## config.mk

```make
export PLATFORM = sky130hd
export DESIGN_NAME = rst_seq_ctrl
export DESIGN_NICKNAME = d
export VERILOG_FILES = /design/src/rtl/rst_seq_pkg.sv /design/src/rtl/clk_en_div.sv /design/src/rtl/rst_seq_ctrl.sv
export SDC_FILE = /design/constraint.sdc
export NUM_CORES = 1
export LEC_CHECK = 0
export BUFFER_PORTS_ARGS = -buffer_cell sky130_fd_sc_hd__buf_2
export CAP_MARGIN = 15
export CORE_UTILIZATION = 45
export DETAILED_ROUTE_END_ITERATION = 6
export MAX_ROUTING_LAYER = met4
export PLACE_DENSITY = 0.74
export SLEW_MARGIN = 0
export SYNTH_ARGS = -nofsm -noshare
export SYNTH_HDL_FRONTEND = slang
export SYNTH_SLANG_ARGS = --single-unit
```

## constraint.sdc

```tcl
create_clock -name sys_clk -period 2.3 [get_ports sys_clk]
set_clock_uncertainty 0.05 [all_clocks]
set_input_delay 0.23 -clock sys_clk [delete_from_list [all_inputs] [get_ports sys_clk]]
set_output_delay 0.23 -clock sys_clk [all_outputs]
set_load 0.005 [all_outputs]
```

## src/rtl/rst_seq_pkg.sv

```systemverilog
// Shared types and helpers for the reset sequencer.
package rst_seq_pkg;

  // Sequencer states: hold everything in reset, release channels one by one, idle.
  typedef enum logic [1:0] {
    ASSERT  = 2'd0,
    RELEASE = 2'd1,
    DONE    = 2'd2
  } seq_state_e;

  // Largest supported channel count and the channel index width it needs.
  localparam int unsigned MAX_CH       = 32'd16;
  localparam int unsigned MAX_CH_IDX_W = $clog2(MAX_CH);

  // Width of the channel index register: clog2(num_ch), at least one bit.
  function automatic int unsigned ch_idx_width(input int unsigned num_ch);
    if (num_ch > 32'd1) begin
      ch_idx_width = $clog2(num_ch);
    end else begin
      ch_idx_width = 32'd1;
    end
  endfunction

endpackage

```

## src/rtl/clk_en_div.sv

```systemverilog
// Per-channel clock-enable divider: while run is high, div_cnt counts 0..div
// and the registered clk_en pulses on the wrap. Held idle while run is low.
module clk_en_div #(
  parameter int unsigned DIV_W = 8
) (
  input  logic             sys_clk,
  input  logic             sys_reset,
  input  logic             run,
  input  logic [DIV_W-1:0] div,
  output logic             clk_en
);

  logic [DIV_W-1:0] div_cnt_q;
  logic [DIV_W-1:0] div_cnt_d;
  logic             clk_en_q;
  logic             clk_en_d;
  logic             wrap_s;

  // Next divider count and enable pulse; div=0 wraps every cycle (enable stays high).
  always_comb begin
    wrap_s    = (div_cnt_q == div);
    div_cnt_d = '0;
    clk_en_d  = 1'b0;
    if (run) begin
      if (wrap_s) begin
        div_cnt_d = '0;
      end else begin
        div_cnt_d = div_cnt_q + DIV_W'(1);
      end
      clk_en_d = wrap_s;
    end else begin
      div_cnt_d = '0;
      clk_en_d  = 1'b0;
    end
  end

  // Divider state registers with synchronous reset.
  always_ff @(posedge sys_clk) begin
    if (sys_reset) begin
      div_cnt_q <= '0;
      clk_en_q  <= 1'b0;
    end else begin
      div_cnt_q <= div_cnt_d;
      clk_en_q  <= clk_en_d;
    end
  end

  assign clk_en = clk_en_q;

endmodule

```

## src/rtl/rst_seq_ctrl.sv

```systemverilog
// Reset sequencer: holds NUM_CH reset domains for HOLD_CYC cycles, then
// releases them in ascending order with per-channel delays, and drives a
// divided clock enable for each released channel.
module rst_seq_ctrl
  import rst_seq_pkg::*;
#(
  parameter int unsigned NUM_CH   = 4,
  parameter int unsigned HOLD_CYC = 4,
  parameter int unsigned DLY_W    = 8,
  parameter int unsigned DIV_W    = 8
) (
  input  logic                      sys_clk,
  input  logic                      sys_reset,
  input  logic [NUM_CH*DLY_W-1:0]   dly_cfg,
  input  logic [NUM_CH*DIV_W-1:0]   div_cfg,
  input  logic                      sw_rst_req,
  output logic [NUM_CH-1:0]         ch_resetn,
  output logic [NUM_CH-1:0]         ch_clk_en,
  output logic                      rst_done,
  output logic                      busy
);

  localparam int unsigned HOLD_W = $clog2(HOLD_CYC) + 1;
  localparam int unsigned IDX_W  = ch_idx_width(NUM_CH);

  localparam logic [HOLD_W-1:0] HOLD_LAST = HOLD_W'(HOLD_CYC - 1);
  localparam logic [IDX_W-1:0]  LAST_CH   = IDX_W'(NUM_CH - 1);
  localparam logic [NUM_CH-1:0] CH_ONE    = NUM_CH'(1);

  seq_state_e                state_q;
  seq_state_e                state_d;
  logic [HOLD_W-1:0]         hold_cnt_q;
  logic [HOLD_W-1:0]         hold_cnt_d;
  logic [IDX_W-1:0]          ch_idx_q;
  logic [IDX_W-1:0]          ch_idx_d;
  logic [DLY_W-1:0]          dly_cnt_q;
  logic [DLY_W-1:0]          dly_cnt_d;
  logic [NUM_CH*DLY_W-1:0]   dly_lat_q;
  logic [NUM_CH*DLY_W-1:0]   dly_lat_d;
  logic [NUM_CH*DIV_W-1:0]   div_lat_q;
  logic [NUM_CH*DIV_W-1:0]   div_lat_d;
  logic [NUM_CH-1:0]         ch_resetn_q;
  logic [NUM_CH-1:0]         ch_resetn_d;
  logic                      rst_done_q;
  logic                      rst_done_d;
  logic                      busy_q;
  logic                      busy_d;
  logic [DLY_W-1:0]          cur_dly_s;
  logic [NUM_CH-1:0]         run_s;

  // Next-state and next-output logic of the sequencer FSM.
  always_comb begin
    state_d     = state_q;
    hold_cnt_d  = hold_cnt_q;
    ch_idx_d    = ch_idx_q;
    dly_cnt_d   = dly_cnt_q;
    dly_lat_d   = dly_lat_q;
    div_lat_d   = div_lat_q;
    ch_resetn_d = ch_resetn_q;
    rst_done_d  = rst_done_q;
    busy_d      = busy_q;
    cur_dly_s   = dly_lat_q[ch_idx_q*DLY_W +: DLY_W];

    case (state_q)
      ASSERT: begin
        ch_resetn_d = '0;
        rst_done_d  = 1'b0;
        busy_d      = 1'b1;
        if (hold_cnt_q == HOLD_LAST) begin
          // Hold complete: snapshot the configuration for this whole sequence.
          state_d    = RELEASE;
          hold_cnt_d = '0;
          ch_idx_d   = '0;
          dly_cnt_d  = '0;
          dly_lat_d  = dly_cfg;
          div_lat_d  = div_cfg;
        end else begin
          hold_cnt_d = hold_cnt_q + HOLD_W'(1);
        end
      end

      RELEASE: begin
        if (dly_cnt_q == cur_dly_s) begin
          ch_resetn_d = ch_resetn_q | (CH_ONE << ch_idx_q);
          dly_cnt_d   = '0;
          if (ch_idx_q == LAST_CH) begin
            state_d    = DONE;
            rst_done_d = 1'b1;
            busy_d     = 1'b0;
            ch_idx_d   = ch_idx_q;
          end else begin
            ch_idx_d   = ch_idx_q + IDX_W'(1);
          end
        end else begin
          dly_cnt_d = dly_cnt_q + DLY_W'(1);
        end
      end

      DONE: begin
        if (sw_rst_req) begin
          // Software restart: drop every domain and rerun the hold.
          state_d     = ASSERT;
          hold_cnt_d  = '0;
          ch_idx_d    = '0;
          dly_cnt_d   = '0;
          ch_resetn_d = '0;
          rst_done_d  = 1'b0;
          busy_d      = 1'b1;
        end else begin
          state_d = DONE;
        end
      end

      default: begin
        // Unreachable encoding: recover by restarting the sequence.
        state_d     = ASSERT;
        hold_cnt_d  = '0;
        ch_idx_d    = '0;
        dly_cnt_d   = '0;
        ch_resetn_d = '0;
        rst_done_d  = 1'b0;
        busy_d      = 1'b1;
      end
    endcase
  end

  // Sequencer registers with synchronous active-high reset.
  always_ff @(posedge sys_clk) begin
    if (sys_reset) begin
      state_q     <= ASSERT;
      hold_cnt_q  <= '0;
      ch_idx_q    <= '0;
      dly_cnt_q   <= '0;
      dly_lat_q   <= '0;
      div_lat_q   <= '0;
      ch_resetn_q <= '0;
      rst_done_q  <= 1'b0;
      busy_q      <= 1'b1;
    end else begin
      state_q     <= state_d;
      hold_cnt_q  <= hold_cnt_d;
      ch_idx_q    <= ch_idx_d;
      dly_cnt_q   <= dly_cnt_d;
      dly_lat_q   <= dly_lat_d;
      div_lat_q   <= div_lat_d;
      ch_resetn_q <= ch_resetn_d;
      rst_done_q  <= rst_done_d;
      busy_q      <= busy_d;
    end
  end

  // A divider runs only while its channel is released now and stays released
  // next cycle, so a software restart clears the enables on the same edge as
  // the resets, while a fresh release still starts counting one cycle later.
  assign run_s = ch_resetn_q & ch_resetn_d;

  for (genvar g = 0; g < NUM_CH; g++) begin : g_ch
    clk_en_div #(
      .DIV_W (DIV_W)
    ) u_clk_en_div (
      .sys_clk   (sys_clk),
      .sys_reset (sys_reset),
      .run       (run_s[g]),
      .div       (div_lat_q[g*DIV_W +: DIV_W]),
      .clk_en    (ch_clk_en[g])
    );
  end

  assign ch_resetn = ch_resetn_q;
  assign rst_done  = rst_done_q;
  assign busy      = busy_q;

endmodule

```

After elaboration in Yosys (flattened, before gate mapping)
Index checks and enable logic that the tools add are counted.
{ "classes": {"div_mod_pow": 0, "mux": 28, "n_reduce_logical": 15, "n_addsub": 7, "mul": 0, "bitwise": 7, "n_shift": 2, "magnitude_cmp": 0, "n_eq_ne": 14} }
{ "op_table": {"columns": ["cell", "count"], "rows": [
  ["adder 8 x 1 -> 8 bit (second input constant)", 5],
  ["equality test 8 bit", 5],
  ["indexed part select 32 x 6 -> 8 bit", 1],
  ["two-way mux 8 bit", 3],
  ["one-hot mux 8 bit (3 select lines)", 1],
  ["two-way mux 2 bit", 8],
  ["one-hot mux 2 bit (3 select lines)", 2],
  ["OR reduction 3 bit", 4],
  ["!= test 2 bit (second input constant)", 5],
  ["one-hot mux 3 bit (3 select lines)", 1],
  ["two-way mux 4 bit", 2],
  ["one-hot mux 4 bit (2 select lines)", 1],
  ["OR reduction 2 bit", 4],
  ["two-way mux 1 bit", 6],
  ["two-way mux 3 bit", 2],
  ["AND reduction 2 bit", 3],
  ["AND reduction 3 bit", 2],
  ["NOT 1 bit", 5],
  ["AND 4 bit", 1],
  ["equality test 2 bit (second input constant)", 2],
  ["bitwise OR 4 bit", 1],
  ["one-hot mux 1 bit (2 select lines)", 2],
  ["AND reduction 4 bit", 1],
  ["<< shifter 1 x 2 -> 4 bit (first input constant)", 1],
  ["5 further kinds", 5]
]} }
{ "word_totals": {"mem_count": 0, "inputBits": 67, "rom_bits": 0, "mem_bits_rw": 0, "word_cells": 90, "latchBits": 0, "register_bits": 121} }

Logic depth before layout (Yosys ltp)
Gate-level depths: netlist of the first run.
{ "depth": {"depth_word": 7, "ltp_mapped": 8, "depth_no_buf": 8} }

Hierarchy
From an unflattened synthesis of the first run, not the netlist that was laid out.
{ "hier_totals": {"cells_unflattened": 623, "area_unflattened_um2": 5599.1} }
{ "by_module_without_submodules": {"columns": ["mod", "n_inst", "area_per_inst_um2", "cells_per_inst"], "rows": [
  ["rst_seq_ctrl", 1, 3567.2, 431],
  ["clk_en_div", 4, 508.0, 48]
]} }

Least setup slack after synthesis of the first run
No wires, ideal clock.
{ "synth_timing": {"path_type": "register to register", "from": "register ch_idx_q[0]", "to": "register ch_idx_q[1]", "arrival_time_ps": 1927, "path_stages_with_launch": 8, "slack_ps": 191, "setup_time_ps": 132, "path_cell_list": "dfxtp_1 > buf_6 > mux4_2 > xnor2_2 > nand4_4 > o31ai_1 > a21o_1 > a21oi_1"} }
{ "synth_between": {"elab_chain_cells": 4, "word_cells_on_any_way": 10, "classes_between": "add/sub (1); eq/ne (4); shift (1); mux (3); reduce/logical (1)"} }
{ "synth_lines": {"columns": ["item", "line", "rtl"], "rows": [
  ["start, declared", "rst_seq_ctrl.sv:34", "logic [IDX_W-1:0] ch_idx_q;"],
  ["start signal, assigned", "rst_seq_ctrl.sv:142", "ch_idx_q <= ch_idx_d;"],
  ["indexed part select 32 x 6 -> 8 bit / adder 2 x 1 -> 2 bit (equally long branches)", "rst_seq_ctrl.sv:62, rst_seq_ctrl.sv:92", null],
  ["equality test 8 bit / two-way mux 2 bit (equally long branches)", "rst_seq_ctrl.sv:83, rst_seq_ctrl.sv:86", null],
  ["!= test 2 bit (no line) / two-way mux 2 bit (equally long branches)", null, null],
  ["AND reduction 4 bit (no line) / one-hot mux 2 bit (3 select lines) (equally long branches)", null, null]
]} }
Several ways; a longest one is shown, not always the timed one. The select of a mux whose other input is x is not followed.
A chain may end at the register's enable or synchronous reset.

Final worst setup path of the first run
{ "layout_timing": {"from": "register ch_idx_q[0]", "to": "register busy_q (netlist: busy)"} }
{ "layout_between": {"elab_chain_cells": 4, "word_cells_on_any_way": 6, "classes_between": "eq/ne (4); shift (1); reduce/logical (1)"} }
{ "layout_lines": {"columns": ["item", "line", "rtl"], "rows": [
  ["indexed part select 32 x 6 -> 8 bit", "rst_seq_ctrl.sv:62", "cur_dly_s = dly_lat_q[ch_idx_q*DLY_W +: DLY_W];"],
  ["equality test 8 bit", "rst_seq_ctrl.sv:83", "if (dly_cnt_q == cur_dly_s) begin"],
  ["!= test 2 bit (no line)", null, null],
  ["AND reduction 3 bit (no line) (*)", null, null],
  ["end signal, assigned", "rst_seq_ctrl.sv:148", "busy_q <= busy_d;"],
  ["end, declared", "rst_seq_ctrl.sv:46", "logic busy_q;"]
]} }
Every way passes the cells marked *; elsewhere a longest branch is shown, timed or not.

==> results.sh, run 1 <==
export IMPL_grt_overflow=0
export IMPL_fin_crit_ns=2.22
export IMPL_drcViolationCount=2
export IMPL_cts_sinks=121
export IMPL_grt_pass1_wl_um=18700
export IMPL_cts_tree="built"
export IMPL_async_flop_share=0
export IMPL_critPathKind="flop to flop"
export IMPL_setup_slack_ns=0.0814
export IMPL_critPathArrivalTime_ns=2.44
export IMPL_antenna_found_initial=0
export IMPL_min_path_type="primary input to flop"
export IMPL_drv_cap=0
export IMPL_postLayoutCellArea_um2=6460
export IMPL_io_pins=77
export IMPL_drt_iter0_markers=213
export IMPL_syn_inst=606
export IMPL_antenna_left=0
export IMPL_core_area_um2=11400
export IMPL_h_tree_depth=4
export IMPL_grt_total_usage=0.206
export IMPL_power_density_nw_per_um2=912
export IMPL_seq_area_frac_synth=0.461
export IMPL_violations="design-rule violations"
export IMPL_fill_cells=1002
export IMPL_startpoint_type="flop"
export IMPL_synth_enable_flop_cells=0
export IMPL_final_cell_mix="148 x nand2_1, 121 x dfxtp_1, 76 x buf_2, 70 x a21oi_1, 55 x xor2_1"
export IMPL_area_delta_synth_final_pct=23.0
export IMPL_cts_buffers_inserted=17
export IMPL_die_w_um=110
export IMPL_worstMarginPinSlew_ns=0.791
export IMPL_portBuffers=76
export IMPL_clockBufferDepth=2
export IMPL_grt_max_degree=77
export IMPL_final_cell_count_no_fill=839
export IMPL_insertion_delay_ns=0.41
export IMPL_path_max_fanout=13
export IMPL_finalCoreUtilization=0.566
export IMPL_dpl_cell_count=802
export IMPL_leakagePower_nw=2.66
export IMPL_vias_per_cell=5.12
export IMPL_antenna_cells=0
export IMPL_dieArea_um2=12100
export IMPL_fmax_ghz=0.451
export IMPL_final_common_cell="nand2_1"
export IMPL_synthesis_area_um2=5250
export IMPL_placed_cell_area_um2=5750
export IMPL_rsz0062_at_grt="true"
export IMPL_post_route_period_util=0.965
export IMPL_rows=39
export IMPL_drtPass1Iterations=6
export IMPL_start_util=0.460
export IMPL_clkTransAtPathRegs_ns=0.05
export IMPL_maxSlewViolCount=0
export IMPL_synth_cell_types=46
export IMPL_setup_viol=0
export IMPL_ys_warn_count=0
export IMPL_die_h_um=110
export IMPL_vias=4295
export IMPL_final_nets=763
export IMPL_synth_flop_cell="dfxtp_1"
export IMPL_relSlewSlack=0.473
export IMPL_layout_drive_gt1_share=0.204
export IMPL_place_ws_ns=0.0617
export IMPL_synth_seq_cells=121
export IMPL_tns_ns=0
export IMPL_wl_per_cell_um=13.5
export IMPL_endpoint_kind="flop"
export IMPL_syn_avg_cell_area_um2=8.67
export IMPL_vdd_ir_drop_max_uv=627
export IMPL_hold_violations=0
export IMPL_post_cts_buffers=0
export IMPL_drt_wl_total_um=11400
export IMPL_ctsRootBufferMaster="clkbuf_16"
export IMPL_synth_nets=686
export IMPL_grt_pass1_vias=4240
export IMPL_dpl_hpwl_um=7900
export IMPL_status="complete, but fails checks"
export IMPL_gp_congestion=0.810
export IMPL_required_ns=2.53
final cells by class:
cell class / count / area [um2] / area share
multi-input cells: 442 / 2700 / 0.417
flip-flops and latches: 121 / 2420 / 0.375
repair buffers: 87 / 488 / 0.0755
clock buffers: 21 / 480 / 0.0743
well taps: 143 / 179 / 0.0277
clock inverters: 11 / 144 / 0.0223
inverters: 14 / 52.6 / 0.00813
report_power, final:
| part | switching [mW] | internal [mW] |
|---|---|---|
| Sequential | 0.0965 | 2.24 |
| Clock | 0.909 | 1.81 |
| Combinational | 0.502 | 0.332 |
stage by stage:
stage | hold slack, ns | total power [mW]
floorplan | 0.316 | 2.95
global placement | 0.395 | 3.14
detailed placement | 0.399 | 3.18
CTS | 0.000727 | 5.91
global route | 0.00393 | 6.15
finish | 0.00941 | 5.89
kinds of logic after synthesis:
| group | after synthesis | share of synthesized area |
|---|---|---|
| AOI/OAI and AO/OA | 90 | 0.0962 |
| xor gates and xnor gates | 69 | 0.124 |
| adders and majority gates | 13 | 0.0310 |
| buffers and inverters | 43 | 0.0352 |
| DFF | 121 | 0.461 |
| muxes | 9 | 0.0362 |
| and+or+nand+nor | 261 | 0.217 |
synth_stat cells, types with 2 or more instances:
cell type / count / share of area
xnor2_1: 8 / 0.013
o21a_1: 2 / 0.0029
nor2_1: 52 / 0.037
a31oi_1: 5 / 0.0060
and3_1: 9 / 0.011
xnor2_2: 6 / 0.019
a21o_1: 2 / 0.0029
mux4_2: 8 / 0.034
nand3_1: 23 / 0.022
nand4_1: 4 / 0.0048
buf_4: 4 / 0.0057
nand2b_1: 3 / 0.0036
ha_1: 13 / 0.031
dfxtp_1: 121 / 0.46
a21oi_1: 70 / 0.067
nor4_1: 9 / 0.011
nor2b_1: 2 / 0.0024
and4_1: 2 / 0.0033
nand2_1: 148 / 0.11
xor2_1: 55 / 0.092
clkbuf_1: 23 / 0.016
inv_1: 13 / 0.0093
critical path: stages (launching register included):
cell,delay (ns)
dfxtp_1,0.35
buf_12,0.16
mux4_2,0.54
xnor2_2,0.22
nand4_4,0.19
nor4_1,0.47
o21ai_1,0.10
final timing paths:
path,slack (ns),from,to,depth (start not counted)
hold / removal,0.009,div_cfg[26],div_lat_q[26],3
setup reg to reg,0.08,ch_idx_q[0],busy,6
hold reg to reg,0.40,dly_lat_q[11],dly_lat_q[11],2
setup / recovery,0.08,ch_idx_q[0],busy,6
flip-flops by register name (all words and copies together) (netlist names), 2 cells and up:
signal                       cells
div_lat_q                       32
dly_lat_q                       32
g_ch.u_clk_en_div.div_cnt_q     32
dly_cnt_q                        8
ch_resetn                        4
g_ch.u_clk_en_div.clk_en         4
hold_cnt_q                       3
ch_idx_q                         2
state_q                          2
metal layers:
layer,GRT usage,wire [um],vias to the layer above
met2,0.351,5640,117
met4,0.0829,238,0
met5,-,0,-
met1,0.230,4860,1986
met3,0.0517,626,21
li1,-,-,2171
what timing repair did:
action                                  4_1_cts  5_1_grt
endpoints found under the setup margin        0       11
hold buffers                                  5        0
endpoints found under the hold margin         5        0
gates resized for setup                       0        7
No activity file was read; power rests on OpenSTA's default activity.
==> run 2, diff against run 1 <==
--- a/config.mk
+++ b/config.mk
@@ -11,6 +11,7 @@
 export DETAILED_ROUTE_END_ITERATION = 6
 export MAX_ROUTING_LAYER = met4
 export PLACE_DENSITY = 0.74
+export SETUP_SLACK_MARGIN = 0.3
 export SLEW_MARGIN = 0
 export SYNTH_ARGS = -nofsm -noshare
 export SYNTH_HDL_FRONTEND = slang
==> results.sh, run 2 (synthesized netlist as in run 1, its figures left out) <==
export IMPL_status="finished clean"
export IMPL_post_route_period_util=0.916
export IMPL_antenna_found_initial=0
export IMPL_cts_sinks=121
export IMPL_endpoint_kind="flop"
export IMPL_grt_use_met1=0.228
export IMPL_required_ns=2.50
export IMPL_drt_iter0_markers=141
export IMPL_vias_per_cell=5.07
export IMPL_grt_pass1_vias=4331
export IMPL_maxSlewViolCount=0
export IMPL_die_h_um=110
export IMPL_final_common_cell="nand2_1"
export IMPL_grt_total_usage=0.208
export IMPL_wl_per_cell_um=13.2
export IMPL_place_ws_ns=0.0797
export IMPL_setup_viol=0
export IMPL_slowest_stage="mux4_2"
export IMPL_crit_buf_inv=1
export IMPL_drtPass1Iterations=4
export IMPL_cpPeakStageDelay_ns=0.53
export IMPL_insertion_delay_ns=0.41
export IMPL_fill_cells=994
export IMPL_vias=4301
export IMPL_io_pins=77
export IMPL_rsz0062_at_grt="true"
export IMPL_power_density_nw_per_um2=847
export IMPL_core_area_um2=11400
export IMPL_clockBufferDepth=2
export IMPL_met2_usage=0.355
export IMPL_fin_crit_ns=2.11
export IMPL_leakagePower_nw=2.67
export IMPL_tns_ns=0
export IMPL_top_regs="div_lat_q (32), dly_lat_q (32), g_ch.u_clk_en_div.div_cnt_q (32)"
export IMPL_die_w_um=110
export IMPL_dpl_cell_count=803
export IMPL_grt_overflow=0
export IMPL_antenna_left=0
export IMPL_final_nets=777
export IMPL_dieArea_um2=12100
export IMPL_clkTransAtPathRegs_ns=0.05
export IMPL_final_cell_mix="148 x nand2_1, 119 x dfxtp_1, 76 x buf_2, 70 x a21oi_1, 55 x xor2_1"
export IMPL_portBuffers=76
export IMPL_path_cells="buf_6, mux4_2, xnor2_2, nand4_4, o31ai_2, a21o_1, a21oi_1"
export IMPL_critPathArrivalTime_ns=2.30
export IMPL_relSlewSlack=0.482
export IMPL_final_cell_count_no_fill=849
export IMPL_gr_max_usage_layer="met2"
export IMPL_layout_drive_gt1_share=0.200
export IMPL_ctsRootBufferMaster="clkbuf_16"
export IMPL_h_tree_depth=4
export IMPL_grt_pass1_wl_um=18600
export IMPL_rows=39
export IMPL_setup_slack_ns=0.193
export IMPL_drcViolationCount=0
export IMPL_area_delta_synth_final_pct=23.8
export IMPL_gp_congestion=0.796
export IMPL_start_util=0.460
export IMPL_drt_wl_total_um=11200
export IMPL_dpl_hpwl_um=7710
export IMPL_path_delay_family="multiplexers"
export IMPL_hold_violations=0
export IMPL_grtUsageMet3=0.0588
export IMPL_worstMarginPinSlew_ns=0.777
export IMPL_vdd_ir_drop_max_uv=691
export IMPL_startpoint_type="flop"
export IMPL_critPathKind="flop to flop"
export IMPL_fmax_ghz=0.475
export IMPL_cts_buffers_inserted=17
export IMPL_cts_tree="built"
export IMPL_path_max_fanout=5
export IMPL_drv_cap=0
export IMPL_grt_max_degree=77
export IMPL_antenna_cells=0
export IMPL_min_path_type="primary input to flop"
==> run 2: cell types whose count changed in the layout (fill, tap and decap cells not counted), sizes merged <==
cell         delta
clkbuf          +4
dlygate4sd3    +11
clkinv          -2
bufinv          -3
clkinvlp        -3
buf             +3
==> run 2: per-layer routing <==
layer | share of wire | vias to the layer above
li1 | - | 2188
met1 | 0.44 | 2002
met2 | 0.50 | 92
met3 | 0.041 | 19
met4 | 0.015 | 0
met5 | 0 | -
==> run 2: final timing paths <==
check | startpoint | end | slack (ns) | depth (start not counted)
worst max-delay path | ch_idx_q[0] | ch_idx_q[1] | 0.19 | 7
worst min-delay path | div_cfg[1] | div_lat_q[1] | 0.02 | 3
worst max register to register | ch_idx_q[0] | ch_idx_q[1] | 0.19 | 7
worst min register to register | dly_lat_q[22] | dly_lat_q[22] | 0.41 | 2
==> run 2: tightest hold or removal path, stage by stage <==
cell	delay, ns
buf_2	0.10
nand2_1	0.05
a21oi_1	0.05
==> run 2: report_power, final <==
group          internal [mW]  switching [mW]
Combinational          0.362           0.517
Clock                   1.46           0.836
Sequential              2.24          0.0942
Total                   4.06            1.45
==> run 2: through the flow <==
stage | instance area, um2 | hold WS, ns | power [mW] | utilization
2_1_floorplan | 5280 | 0.316 | 2.97 | -
5_1_grt | 6500 | 0.00513 | 5.79 | 0.570
6_report | 6500 | 0.0164 | 5.51 | 0.570
3_3_place_gp | 5760 | 0.395 | 3.18 | 0.505
4_1_cts | 6490 | 0.0000931 | 5.56 | 0.569
3_5_place_dp | 5760 | 0.398 | 3.21 | 0.505
==> run 2: cell type report <==
type                       count  area, um2  share of cell area
clock inverter                 3       17.5             0.00269
multi-input combinational    442       2710               0.416
sequential                   121       2430               0.373
inverter                      14       52.6             0.00808
clock buffer                  25        495              0.0762
timing repair buffer         101        624              0.0960
tap                          143        179              0.0275
==> run 2: repair_timing <==
| action | CTS | global route |
|---|---|---|
| buffers inserted | 2 | 0 |
| endpoints found under the hold margin | 16 | 0 |
| pin swaps | 0 | 2 |
| gates resized for setup | 8 | 3 |
| endpoints found under the setup margin | 50 | 50 |
| hold buffers | 16 | 0 |
